$ cat src/rtl/seg7_scan_driver_if.sv
// seg7_scan_driver_if: digit data, strobe and scan outputs of the 7-segment driver
interface seg7_scan_driver_if #(
  parameter int NUM_DIGITS = 4
);
  localparam int IDX_W = NUM_DIGITS > 1 ? $clog2(NUM_DIGITS) : 1;
  logic [4*NUM_DIGITS-1:0] hex_in;
  logic [NUM_DIGITS-1:0]   dp_in;
  logic [NUM_DIGITS-1:0]   blank_mask;
  logic                    load;
  logic [6:0]              seg_out;
  logic                    dp_out;
  logic [NUM_DIGITS-1:0]   digit_sel;
  logic [IDX_W-1:0]        digit_idx;
  modport master (output hex_in, dp_in, blank_mask, load, input seg_out, dp_out, digit_sel, digit_idx);
  modport slave  (input hex_in, dp_in, blank_mask, load, output seg_out, dp_out, digit_sel, digit_idx);
endinterface

$ cat src/rtl/seg7_scan_driver.sv
// seg7_scan_driver: multiplexed common-anode 7-segment scanner with blanking gaps (option SEG7_LEADING_ZERO_BLANK_EN)
module seg7_scan_driver #(
  parameter int NUM_DIGITS   = 4,
  parameter int CLK_DIV      = 50000,
  parameter int BLANK_CYCLES = 16
) (
  input logic               clk,
  input logic               rst,
  seg7_scan_driver_if.slave bus
);
  localparam int IDX_W = NUM_DIGITS > 1 ? $clog2(NUM_DIGITS) : 1;
  localparam int CMAX  = CLK_DIV > BLANK_CYCLES ? CLK_DIV : BLANK_CYCLES;
  localparam int CW    = $clog2(CMAX + 1);
  typedef enum logic {BLANK, DISP} state_t;
  state_t                  state_q, state_d;
  logic [CW-1:0]           cnt_q, cnt_d;
  logic [IDX_W-1:0]        idx_q, idx_d;
  logic [4*NUM_DIGITS-1:0] hex_q, hex_d;
  logic [NUM_DIGITS-1:0]   dp_q, dp_d;
  logic [6:0]              seg_q, seg_d;
  logic                    dpo_q, dpo_d;
  logic [NUM_DIGITS-1:0]   sel_q, sel_d;
  logic                    dark;
  function automatic logic [6:0] decode(input logic [3:0] n);
    case (n)
      4'h0: decode = 7'b0000001;
      4'h1: decode = 7'b1001111;
      4'h2: decode = 7'b0010010;
      4'h3: decode = 7'b0000110;
      4'h4: decode = 7'b1001100;
      4'h5: decode = 7'b0100100;
      4'h6: decode = 7'b0100000;
      4'h7: decode = 7'b0001111;
      4'h8: decode = 7'b0000000;
      4'h9: decode = 7'b0000100;
      4'hA: decode = 7'b0001000;
      4'hB: decode = 7'b1100000;
      4'hC: decode = 7'b0110001;
      4'hD: decode = 7'b1000010;
      4'hE: decode = 7'b0110000;
      4'hF: decode = 7'b0111000;
      default: decode = 7'b1111111;
    endcase
  endfunction
  // next scan position, shadow contents and the outputs they imply
  always_comb begin
    hex_d   = bus.load ? bus.hex_in : hex_q;
    dp_d    = bus.load ? bus.dp_in : dp_q;
    state_d = state_q;
    cnt_d   = cnt_q + CW'(1);
    idx_d   = idx_q;
    if (state_q == BLANK && cnt_q == CW'(BLANK_CYCLES - 1)) begin
      cnt_d   = '0;
      state_d = DISP;
      idx_d   = idx_q == IDX_W'(NUM_DIGITS - 1) ? '0 : idx_q + IDX_W'(1);
    end
    if (state_q == DISP && cnt_q == CW'(CLK_DIV - 1)) begin
      cnt_d   = '0;
      state_d = BLANK;
    end
`ifdef SEG7_LEADING_ZERO_BLANK_EN
    dark = bus.blank_mask[idx_d] || (idx_d != '0 && (hex_d >> {idx_d, 2'b00}) == '0);
`else
    dark = bus.blank_mask[idx_d];
`endif
    seg_d = state_d != DISP || dark ? 7'h7f : decode(hex_d[{idx_d, 2'b00} +: 4]);
    dpo_d = state_d != DISP || dark || !dp_d[idx_d];
    sel_d = state_d == DISP ? ~(NUM_DIGITS'(1) << idx_d) : '1;
  end
  // scan FSM, shadow registers and registered display outputs
  always_ff @(posedge clk) begin
    if (rst) begin
      state_q <= BLANK;
      cnt_q   <= '0;
      idx_q   <= IDX_W'(NUM_DIGITS - 1);
      hex_q   <= '0;
      dp_q    <= '0;
      seg_q   <= 7'h7f;
      dpo_q   <= 1'b1;
      sel_q   <= '1;
    end else begin
      state_q <= state_d;
      cnt_q   <= cnt_d;
      idx_q   <= idx_d;
      hex_q   <= hex_d;
      dp_q    <= dp_d;
      seg_q   <= seg_d;
      dpo_q   <= dpo_d;
      sel_q   <= sel_d;
    end
  end
  assign bus.seg_out   = seg_q;
  assign bus.dp_out    = dpo_q;
  assign bus.digit_sel = sel_q;
  assign bus.digit_idx = idx_q;
endmodule

$ cat src/flat_wrapper.sv
// flat-port wrapper written by rule: the top's interface ports become plain ports
module seg7_scan_driver_flat 
#(
  parameter int NUM_DIGITS   = 4,
  parameter int CLK_DIV      = 50000,
  parameter int BLANK_CYCLES = 16
)
  (clk, rst, bus_hex_in, bus_dp_in, bus_blank_mask, bus_load, bus_seg_out, bus_dp_out, bus_digit_sel, bus_digit_idx);
  seg7_scan_driver_if #(.NUM_DIGITS(NUM_DIGITS)) bus_i ();
  input logic clk;
  input logic rst;
  input wire logic [$bits(bus_i.hex_in)-1:0] bus_hex_in;
  input wire logic [$bits(bus_i.dp_in)-1:0] bus_dp_in;
  input wire logic [$bits(bus_i.blank_mask)-1:0] bus_blank_mask;
  input wire logic [$bits(bus_i.load)-1:0] bus_load;
  output wire logic [$bits(bus_i.seg_out)-1:0] bus_seg_out;
  output wire logic [$bits(bus_i.dp_out)-1:0] bus_dp_out;
  output wire logic [$bits(bus_i.digit_sel)-1:0] bus_digit_sel;
  output wire logic [$bits(bus_i.digit_idx)-1:0] bus_digit_idx;
  assign bus_i.hex_in = bus_hex_in;
  assign bus_i.dp_in = bus_dp_in;
  assign bus_i.blank_mask = bus_blank_mask;
  assign bus_i.load = bus_load;
  assign bus_seg_out = bus_i.seg_out;
  assign bus_dp_out = bus_i.dp_out;
  assign bus_digit_sel = bus_i.digit_sel;
  assign bus_digit_idx = bus_i.digit_idx;
  seg7_scan_driver #(.NUM_DIGITS(NUM_DIGITS), .CLK_DIV(CLK_DIV), .BLANK_CYCLES(BLANK_CYCLES)) u_core (.clk(clk), .rst(rst), .bus(bus_i));
endmodule
$ cat config.mk
export PLATFORM = sky130hd
export DESIGN_NAME = seg7_scan_driver_flat
export DESIGN_NICKNAME = d
export VERILOG_FILES = /design/src/rtl/seg7_scan_driver_if.sv /design/src/rtl/seg7_scan_driver.sv /design/src/flat_wrapper.sv
export SDC_FILE = /design/constraint.sdc
export NUM_CORES = 1
export LEC_CHECK = 0
export BUFFER_PORTS_ARGS = -buffer_cell sky130_fd_sc_hd__clkbuf_2
export CORE_MARGIN = 2
export CORE_UTILIZATION = 42
export DETAILED_ROUTE_END_ITERATION = 12
export PLACE_DENSITY_LB_ADDON = 0.1
export SLEW_MARGIN = 5
export SYNTH_ARGS = -nofsm -noshare
export SYNTH_HDL_FRONTEND = slang
export SYNTH_SLANG_ARGS = --single-unit
$ cat constraint.sdc
create_clock -name clk -period 8.5 [get_ports clk]
set_input_delay 1.7 -clock clk [delete_from_list [all_inputs] [get_ports clk]]
set_output_delay 1.7 -clock clk [all_outputs]
set_load 0.02 [all_outputs]
### Yosys cells after proc, flatten, opt, wreduce, memory -nomap -nowiden

Memories as Yosys holds them, arrays and structs flattened. A register that Yosys moved wholly into a read port is not among the register bits.
Cells that the tools add are included.

| cells by class | value |
|---|---|
| add/subtract/negate cells | 2 |
| $lt $le $gt $ge | 1 |
| equality and inequality tests | 3 |
| shift operators | 2 |
| multiplexer cells | 10 |
| bitwise operators | 3 |
| reduce and logical (&&, ||, !) cells | 8 |

Operator list:

| cell | number |
|---|---|
| adder 16 x 1 -> 16 bit, second input constant | 1 |
| equality test 16 bit, second input constant | 1 |
| equality test 16 x 4 -> 1 bit, second input constant | 1 |
| 2-to-1 mux 16 bit | 1 |
| variable part select 16 x 5 -> 4 bit | 1 |
| binary-select mux 1 bit (select 2 bit) | 2 |
| 2-to-1 mux 1 bit | 4 |
| 2-to-1 mux 2 bit | 2 |
| 2-to-1 mux 4 bit | 1 |
| NOT 4 bit | 1 |
| OR reduction 2 bit | 2 |
| left shift 1 x 2 -> 4 bit, first input constant | 1 |
| less-than comparator 2 x 3 -> 1 bit, second input constant | 1 |
| OR reduction 3 bit | 1 |
| adder 2 x 1 -> 2 bit, second input constant | 1 |
| equality test 2 bit, second input constant | 1 |
| logical AND 1 bit | 2 |
| logical OR 1 bit | 2 |
| NOT 1 bit | 2 |
| logical NOT 1 bit | 1 |

| word-level totals | value |
|---|---|
| bits in registers | 44 |
| ROM bits | 112 |
| logic and storage cells | 37 |
| memories | 1 |

Memories:

| name | depth | bits a word | rd ports | clocked after memory_dff | wr ports | RTL line | RTL |
|---|---|---|---|---|---|---|---|
| (no name shown) | 16 | 7 | 1 | 1 | 0 | seg7_scan_driver.sv:25 | `case (n)` |

### Depth between registers and ports, before layout

Gate-level depths: netlist (run 1).

| depth | value |
|---|---|
| depth in word-level cells | 7 |
| mapped depth | 12 |
| mapped depth without buffers | 11 |

### Worst setup path after synthesis (run 1)

No wires, ideal clock.

| timing | value |
|---|---|
| kind | input port to flip-flop |
| start point | input bus_load |
| end point | register u_core.seg_q[2], in the netlist u_core.bus.seg_out[2] |
| setup time | 0.079 ns |
| arrival | 3.875 ns |
| setup slack | 4.546 ns |
| cell stages on the path | 9 |
| cell sequence | buf_2 buf_1 mux2i_1 nand3_1 a32oi_1 inv_1 ha_1 mux2_1 o211ai_1 |

| between the ends | value |
|---|---|
| word-level cells in the longest chain between the ends | 2 |

RTL lines:

| item | RTL line | RTL |
|---|---|---|
| from (decl) | flat_wrapper.sv:15 | `input wire logic [$bits(bus_i.load)-1:0] bus_load;` |
| 2-to-1 mux 16 bit | seg7_scan_driver.sv:47 | `hex_d = bus.load ? bus.hex_in : hex_q;` |
| variable part select 16 x 5 -> 4 bit | seg7_scan_driver.sv:66 | `seg_d = state_d != DISP \|\| dark ? 7'h7f : decode(hex_d[{idx_d, 2'b00} +: 4]);` |
| to (decl) | seg7_scan_driver.sv:20 | `logic [6:0] seg_q, seg_d;` |

No other way between the ends.
A chain may end at the register's enable or synchronous reset.

### Worst setup path after layout (run 1)

| timing | value |
|---|---|
| start point | input bus_load |
| end point | register u_core.seg_q[6], in the netlist u_core.bus.seg_out[6] |

The elaborated chain is that of the path after synthesis.

==> results_dict.tcl, run 1 <==
set metrics [dict create \
    synth_area_sq_um 2469 \
    status "completed" \
    hold_violations 0 \
    synth_edf_count 0 \
    initial_utilization_pct 44.02 \
    relSlewSlack_pct 53.96 \
    grt_pass1_wl_microns 8625 \
    cts-resized-gates 0 \
    layout-drive-gt1-share_pct 19.09 \
    io_pins 41 \
    setup_violations 0 \
    reg2regPathDepth 9 \
    path_max_fanout 21 \
    fin_hold_ws_ps 461.5 \
    hold_path_end "u_core.cnt_q[0]" \
    drc_errors 0 \
    nNetsFinal 343 \
    dpl-instance-area_sq_um 2711 \
    ant_nets 0 \
    overflow 0 \
    synth_top_area_share_pct 41.36 \
    dr.pass1.iters 4 \
    clock_latency_ps 300 \
    hpwl_microns 3975 \
    dieArea_sq_um 6507 \
    path_clk_slew_ps 90 \
    fin_crit_ps 3824 \
    yosys_warnings 0 \
    diodes 0 \
    cpMaxStageDelayCell "clkbuf_2" \
    tightest_slew_ps 690.6 \
    p_leak_nw 1.200 \
    finClkSkew_ps 3.558 \
    post-synth-top-count-cell "dfxtp_1" \
    synth.top_cells.by_count "dfxtp_1 (51), nor2_1 (43), mux2i_1 (25), nand2_1 (16), nand3_1 (15)" \
    worstReg2RegStart "u_core.cnt_q[9]" \
    grt_usage_pct 17.17 \
    cts_num_sinks 51 \
    postSynthCellCount 271 \
    slew_viol_final 0 \
    max_cap_violations 0 \
    port_buffers 40 \
    tns_ps 0 \
    multi_input_area_sq_um 1363 \
    ys_types 51 \
    synthArstFlopShare_pct 0 \
    fmax_mhz 261.5 \
    drt-vias-per-instance 5.257 \
    grt_max_degree 24 \
    critPathLaunch "bus_load" \
    critPathLaunchType "primary input" \
    endpoint_kind "flop" \
    syn_avg_cell_area_sq_um 9.109 \
    r2r_slack_ps 5230 \
    area_growth_pct 15.36 \
    die_h_microns 80.67 \
    fill_cells 564 \
    drt_iter0_markers 58 \
    antenna_found_initial 0 \
    core_area_sq_um 5608 \
    numCtsBuffers 5 \
    max_stage_delay_ps 530 \
    critical_path_class "primary input to flop" \
    vdd_drop_max_uv 77.17 \
    cts_tree "yes" \
    fin_crit_sh_pct 44.99 \
    synth_seq_area_share_pct 41.36 \
    ff_latch_area_sq_um 1021 \
    cts.path.max_buffers 2 \
    crit_required_ps 8690 \
    gp_congestion 0.7662 \
    wl_microns 5254 \
    path_cells "clkbuf_2 -> mux2i_1 -> nand3_2 -> a311oi_4 -> inv_1 -> ha_1 -> and3_1 -> o21bai_1 -> nand4_1" \
    ys.flop_type "dfxtp_1" \
    worstHoldPathType "flop to flop" \
    yosys_register_bits 51 \
    hold_depth 1 \
    stdcell_area_sq_um 2848 \
    power_per_cell_area_nw_per_um2 173.0 \
    fp-row-count 27 \
    htree_levels 2 \
    vias 2003 \
    die_w_microns 80.67 \
    reg2reg_to "u_core.bus.seg_out[2]" \
    cts-hold-fix-buffers 0 \
    grt_setup_unrepaired "no" \
    syn-num-nets 306 \
    cts_root_buffer "clkbuf_8" \
    avgRoutedWirePerCell_microns 13.79 \
    synth_top_area_cell "dfxtp_1" \
    post_cts_buffers 0 \
    grt_pass1_vias 1840 \
    synthTopCellsByArea "dfxtp_1 (41%), mux2i_1 (10%), nor2_1 (6.5%)" \
    arrival_ps 4010 \
    hold_path.startpoint "u_core.cnt_q[0]" \
]
[worst max-delay path: cells and delay by family]
kind | cells | cell delay [ps]
buffers and inverters | 2 | 660
multiplexers | 1 | 360
AO/OA/AOI/OAI | 2 | 620
adder cells (fa/ha/maj) | 1 | 250
AND/OR/NAND/NOR | 3 | 410
[metal layers]
layer	share of wire [%]	wire, microns	global-route usage [%]	up-vias
met5	0	0	0	-
met4	1.0	53	5.085	0
met3	4.0	209	4.157	5
met2	43	2253	25.92	35
met1	52	2738	24.15	926
li1	-	-	-	1037
[how the worst max path moves through the flow]
| stage | depth (start not counted) | slack [ps] | to |
|---|---|---|---|
| final | 9 | 4680 | u_core.bus.seg_out[6] |
| after global routing | 9 | 4530 | u_core.bus.seg_out[6] |
| after CTS | 9 | 4670 | u_core.bus.seg_out[6] |
| after detailed placement | 9 | 4350 | u_core.bus.seg_out[6] |
| after global placement | 9 | 4440 | u_core.bus.seg_out[6] |
| after floorplan | 9 | 4550 | u_core.bus.seg_out[2] |
[logic make-up (layout without fill, tap and decap cells)]
| logic type | Yosys count | in the layout | share of synthesized area (%) |
|---|---|---|---|
| AOI/OAI and AO/OA | 41 | 41 | 12.47 |
| buffers and inverters | 20 | 58 | 3.446 |
| and+or+nand+nor | 110 | 110 | 22.10 |
| muxes | 28 | 28 | 11.96 |
| DFF | 51 | 51 | 41.36 |
| adders and majority gates | 8 | 8 | 4.055 |
| xor gates and xnor gates | 13 | 13 | 4.612 |
[flip-flops by register name, summed over array words and instances (netlist names)]
signal and flops:
u_core.hex_q 16, u_core.bus.seg_out 7, u_core.cnt_q 16, u_core.state_q 1, u_core.bus.digit_idx 2, u_core.bus.dp_out 1
u_core.dp_q 4, u_core.bus.digit_sel 4
[layout by cell type (no fill, tap or decap), types with 5 or more instances in the layout]
cell type	synthesis	layout
o21ai_0	5	5
mux2i_1	25	25
dfxtp_1	51	51
inv_1	10	10
a21oi_1	8	8
xor2_1	6	6
nor2_1	43	43
and3_1	6	6
nand2_1	16	16
clkbuf_2	0	40
nand3_1	15	15
ha_1	8	8
clkbuf_8	0	5
xnor2_1	7	7
nand2b_1	5	5
[metrics by stage]
step / worst slack, ps / utilization [%] / power (mW) / cells
final: 4676 / 50.78 / 0.4927 / 381
after global routing: 4527 / 50.78 / 0.5146 / 381
after CTS: 4671 / 50.78 / 0.4984 / 381
after detailed placement: 4352 / 48.35 / 0.2979 / 373
after global placement: 4441 / 48.35 / 0.2971 / 373
after floorplan: 4546 / - / 0.2850 / 271
[power by group]
group / leakage (nW) / switching [mW] / internal (mW)
Combinational: 0.719 / 0.0254 / 0.0193
Sequential: 0.416 / 0.00222 / 0.246
Clock: 0.0644 / 0.0829 / 0.117
Total: 1.20 / 0.110 / 0.382
[final cells by class]
| cell class | instances | share of cell area, % |
|---|---|---|
| multi-input cells | 200 | 47.85 |
| flip-flops and latches | 51 | 35.85 |
| repair buffers | 40 | 7.030 |
| well taps | 72 | 3.163 |
| clock buffers | 5 | 2.417 |
| clock inverters | 3 | 2.373 |
| inverters | 10 | 1.318 |
(Power assumes the default switching activity.)
==> run 2: changes to the inputs <==
--- a/config.mk
+++ b/config.mk
@@ -5,6 +5,7 @@
 export SDC_FILE = /design/constraint.sdc
 export NUM_CORES = 1
 export LEC_CHECK = 0
+export ABC_AREA = 1
 export BUFFER_PORTS_ARGS = -buffer_cell sky130_fd_sc_hd__clkbuf_2
 export CORE_MARGIN = 2
 export CORE_UTILIZATION = 42
==> constraint.sdc (replaced) <==
create_clock -name clk -period 3.85 [get_ports clk]
set_input_delay 0.77 -clock clk [delete_from_list [all_inputs] [get_ports clk]]
set_output_delay 0.77 -clock clk [all_outputs]
set_load 0.02 [all_outputs]
==> run 2 against run 1 <==
Compared with the run above:
- cell count is 30% higher
- combinational power grew to 2.6 times the previous value
- cell area is 6.5% higher
- synthesized cell count is 41% higher
- non-clock buffer count stayed put
- utilization is 2.7 points lower
- critical path type is now flop to flop
- critical endpoint unchanged
==> results_dict.tcl, run 2 <==
set metrics [dict create \
    synth_edf_count 0 \
    core_area_sq_um 6314 \
    relSlewSlack_pct 53.73 \
    cts_tree "yes" \
    io_pins 41 \
    path_clk_slew_ps 80 \
    layout-drive-gt1-share_pct 17.86 \
    dieArea_sq_um 7114 \
    cpMaxStageDelayCell "dfxtp_1" \
    crit_required_ps 4040 \
    synthArstFlopShare_pct 0 \
    drc_errors 0 \
    ys.flop_type "dfxtp_1" \
    vias 2316 \
    ant_nets 0 \
    path_cells "ha_1 -> nand3_4 -> nor2_8 -> nand3_4 -> nand2_1 -> nand2_1 -> nand3b_1 -> nand2_1 -> nor2_4 -> inv_1 -> ha_1 -> inv_1 -> nand3_1 -> nand3_1 -> nand3_1" \
    numCtsBuffers 5 \
    synth_area_sq_um 2711 \
    grt_pass1_wl_microns 8997 \
    path_max_fanout 11 \
    synth_seq_area_share_pct 37.66 \
    fin_crit_sh_pct 66.67 \
    hold_violations 0 \
    initial_utilization_pct 42.94 \
    yosys_warnings 0 \
    grt_setup_unrepaired "no" \
    post-synth-top-count-cell "nand2_1" \
    p_leak_nw 1.472 \
    critical_path_class "flop to flop" \
    grt_max_degree 35 \
    drt-vias-per-instance 4.660 \
    postSynthCellCount 383 \
    max_cap_violations 0 \
    ys_types 34 \
    critPathLaunchType "flop" \
    fin_crit_ps 2567 \
    endpoint_kind "flop" \
    drt_iter0_markers 91 \
    finClkSkew_ps 4.824 \
    fp-row-count 29 \
    clock_latency_ps 300 \
    use_met2_pct 24.17 \
    wl_microns 5316 \
    synth_top_area_share_pct 37.66 \
    port_buffers 40 \
    fmax_mhz 389.6 \
    dpl-instance-area_sq_um 2933 \
    arrival_ps 2760 \
    die_h_microns 84.35 \
    grtUsageMet1_pct 21.30 \
    vdd_drop_max_uv 195.2 \
    fin_hold_ws_ps 455.8 \
    diodes 0 \
    overflow 0 \
    area_growth_pct 11.86 \
    cts.path.max_buffers 2 \
    htree_levels 2 \
    cts_num_sinks 51 \
    max_stage_delay_ps 360 \
    stdcell_area_sq_um 3033 \
    power_per_cell_area_nw_per_um2 328.7 \
    grt_usage_pct 15.46 \
    avgRoutedWirePerCell_microns 10.70 \
    dr.pass1.iters 4 \
    worstHoldPathType "flop to flop" \
    syn_avg_cell_area_sq_um 7.079 \
    final_cell_mix "nand2_1 (95), inv_1 (55), dfxtp_1 (51)" \
    die_w_microns 84.35 \
    grt_pass1_vias 2058 \
    critPathTopFamily "simple AND/OR/NAND/NOR gates" \
    cts-resized-gates 0 \
    slew_viol_final 0 \
    crit_buf_inv 2 \
    grt.busiest_layer "met2" \
    hpwl_microns 4014 \
    post_cts_buffers 0 \
    setup_violations 0 \
    status "completed" \
    synthTopCellsByArea "dfxtp_1 (38%), nand2_1 (13%), inv_1 (7.6%)" \
    yosys_register_bits 51 \
    antenna_found_initial 0 \
    grtUsageMet3_pct 3.147 \
    synth.top_cells.by_count "nand2_1 (95), inv_1 (55), dfxtp_1 (51), nor2_1 (49), nand3_1 (28)" \
    tightest_slew_ps 692.1 \
    synth_top_area_cell "dfxtp_1" \
    final_common_cell "nand2_1" \
    tns_ps 0 \
    nNetsFinal 454 \
    cts_root_buffer "clkbuf_8" \
    syn-num-nets 418 \
    gp_congestion 0.8514 \
    cts-hold-fix-buffers 0 \
]
## run 2: cell count changes after synthesis, moves of 8 or more
cell     before  now
o21ai_0       5   15
nand2_1      16   95
mux2i_1      25    6
nand3_1      15   28
inv_1        10   55
nand2_2       0    8
## run 2: cells by family after synthesis
kind of cell,Yosys count,synth area share (%)
buffers and inverters,69,10.80
AND/OR/NAND/NOR,218,39.09
flip-flops,51,37.66
adder cells (fa/ha/maj),8,3.692
AO/OA/AOI/OAI,28,5.584
multiplexers,6,2.215
XOR/XNOR,3,0.9693
## run 2: final cells by class
type	instances	area (sq um)
Timing Repair Buffer	40	200.2
Multi-Input combinational cell	263	1398
Tap cell	77	96.34
Clock buffer	8	100.1
Fill cell	677	3281
Inverter	58	217.7
Sequential cell	51	1021
## run 2: per-layer routing
| metal | wire [microns] | vias up |
|---|---|---|
| met4 | 78 | 0 |
| met2 | 2237 | 49 |
| li1 | - | 1263 |
| met1 | 2786 | 998 |
| met3 | 213 | 6 |
| met5 | 0 | - |
## run 2: metrics by stage
stage	cells	setup slack [ps]	power, mW	utilization [%]
floorplan	383	1367	0.6463	-
global placement	489	1213	0.6759	46.45
detailed placement	489	1186	0.6761	46.45
CTS	497	1245	1.012	48.04
global route	497	1004	1.046	48.04
finish	497	1283	0.9969	48.04
## run 2: final timing paths
check	startpoint	to	slack, ps	depth (start not counted)
setup / recovery	u_core.cnt_q[0]	u_core.bus.seg_out[6]	1280	15
hold / removal	u_core.cnt_q[0]	u_core.cnt_q[0]	460	1
setup reg to reg	u_core.cnt_q[0]	u_core.bus.seg_out[6]	1280	15
hold reg to reg	u_core.cnt_q[0]	u_core.cnt_q[0]	460	1
## run 2: report_power, final
part | leakage [nW] | switching, mW | internal, mW
combinational | 1.00 | 0.0699 | 0.0449
clock | 0.0515 | 0.169 | 0.164
sequential | 0.417 | 0.00504 | 0.543
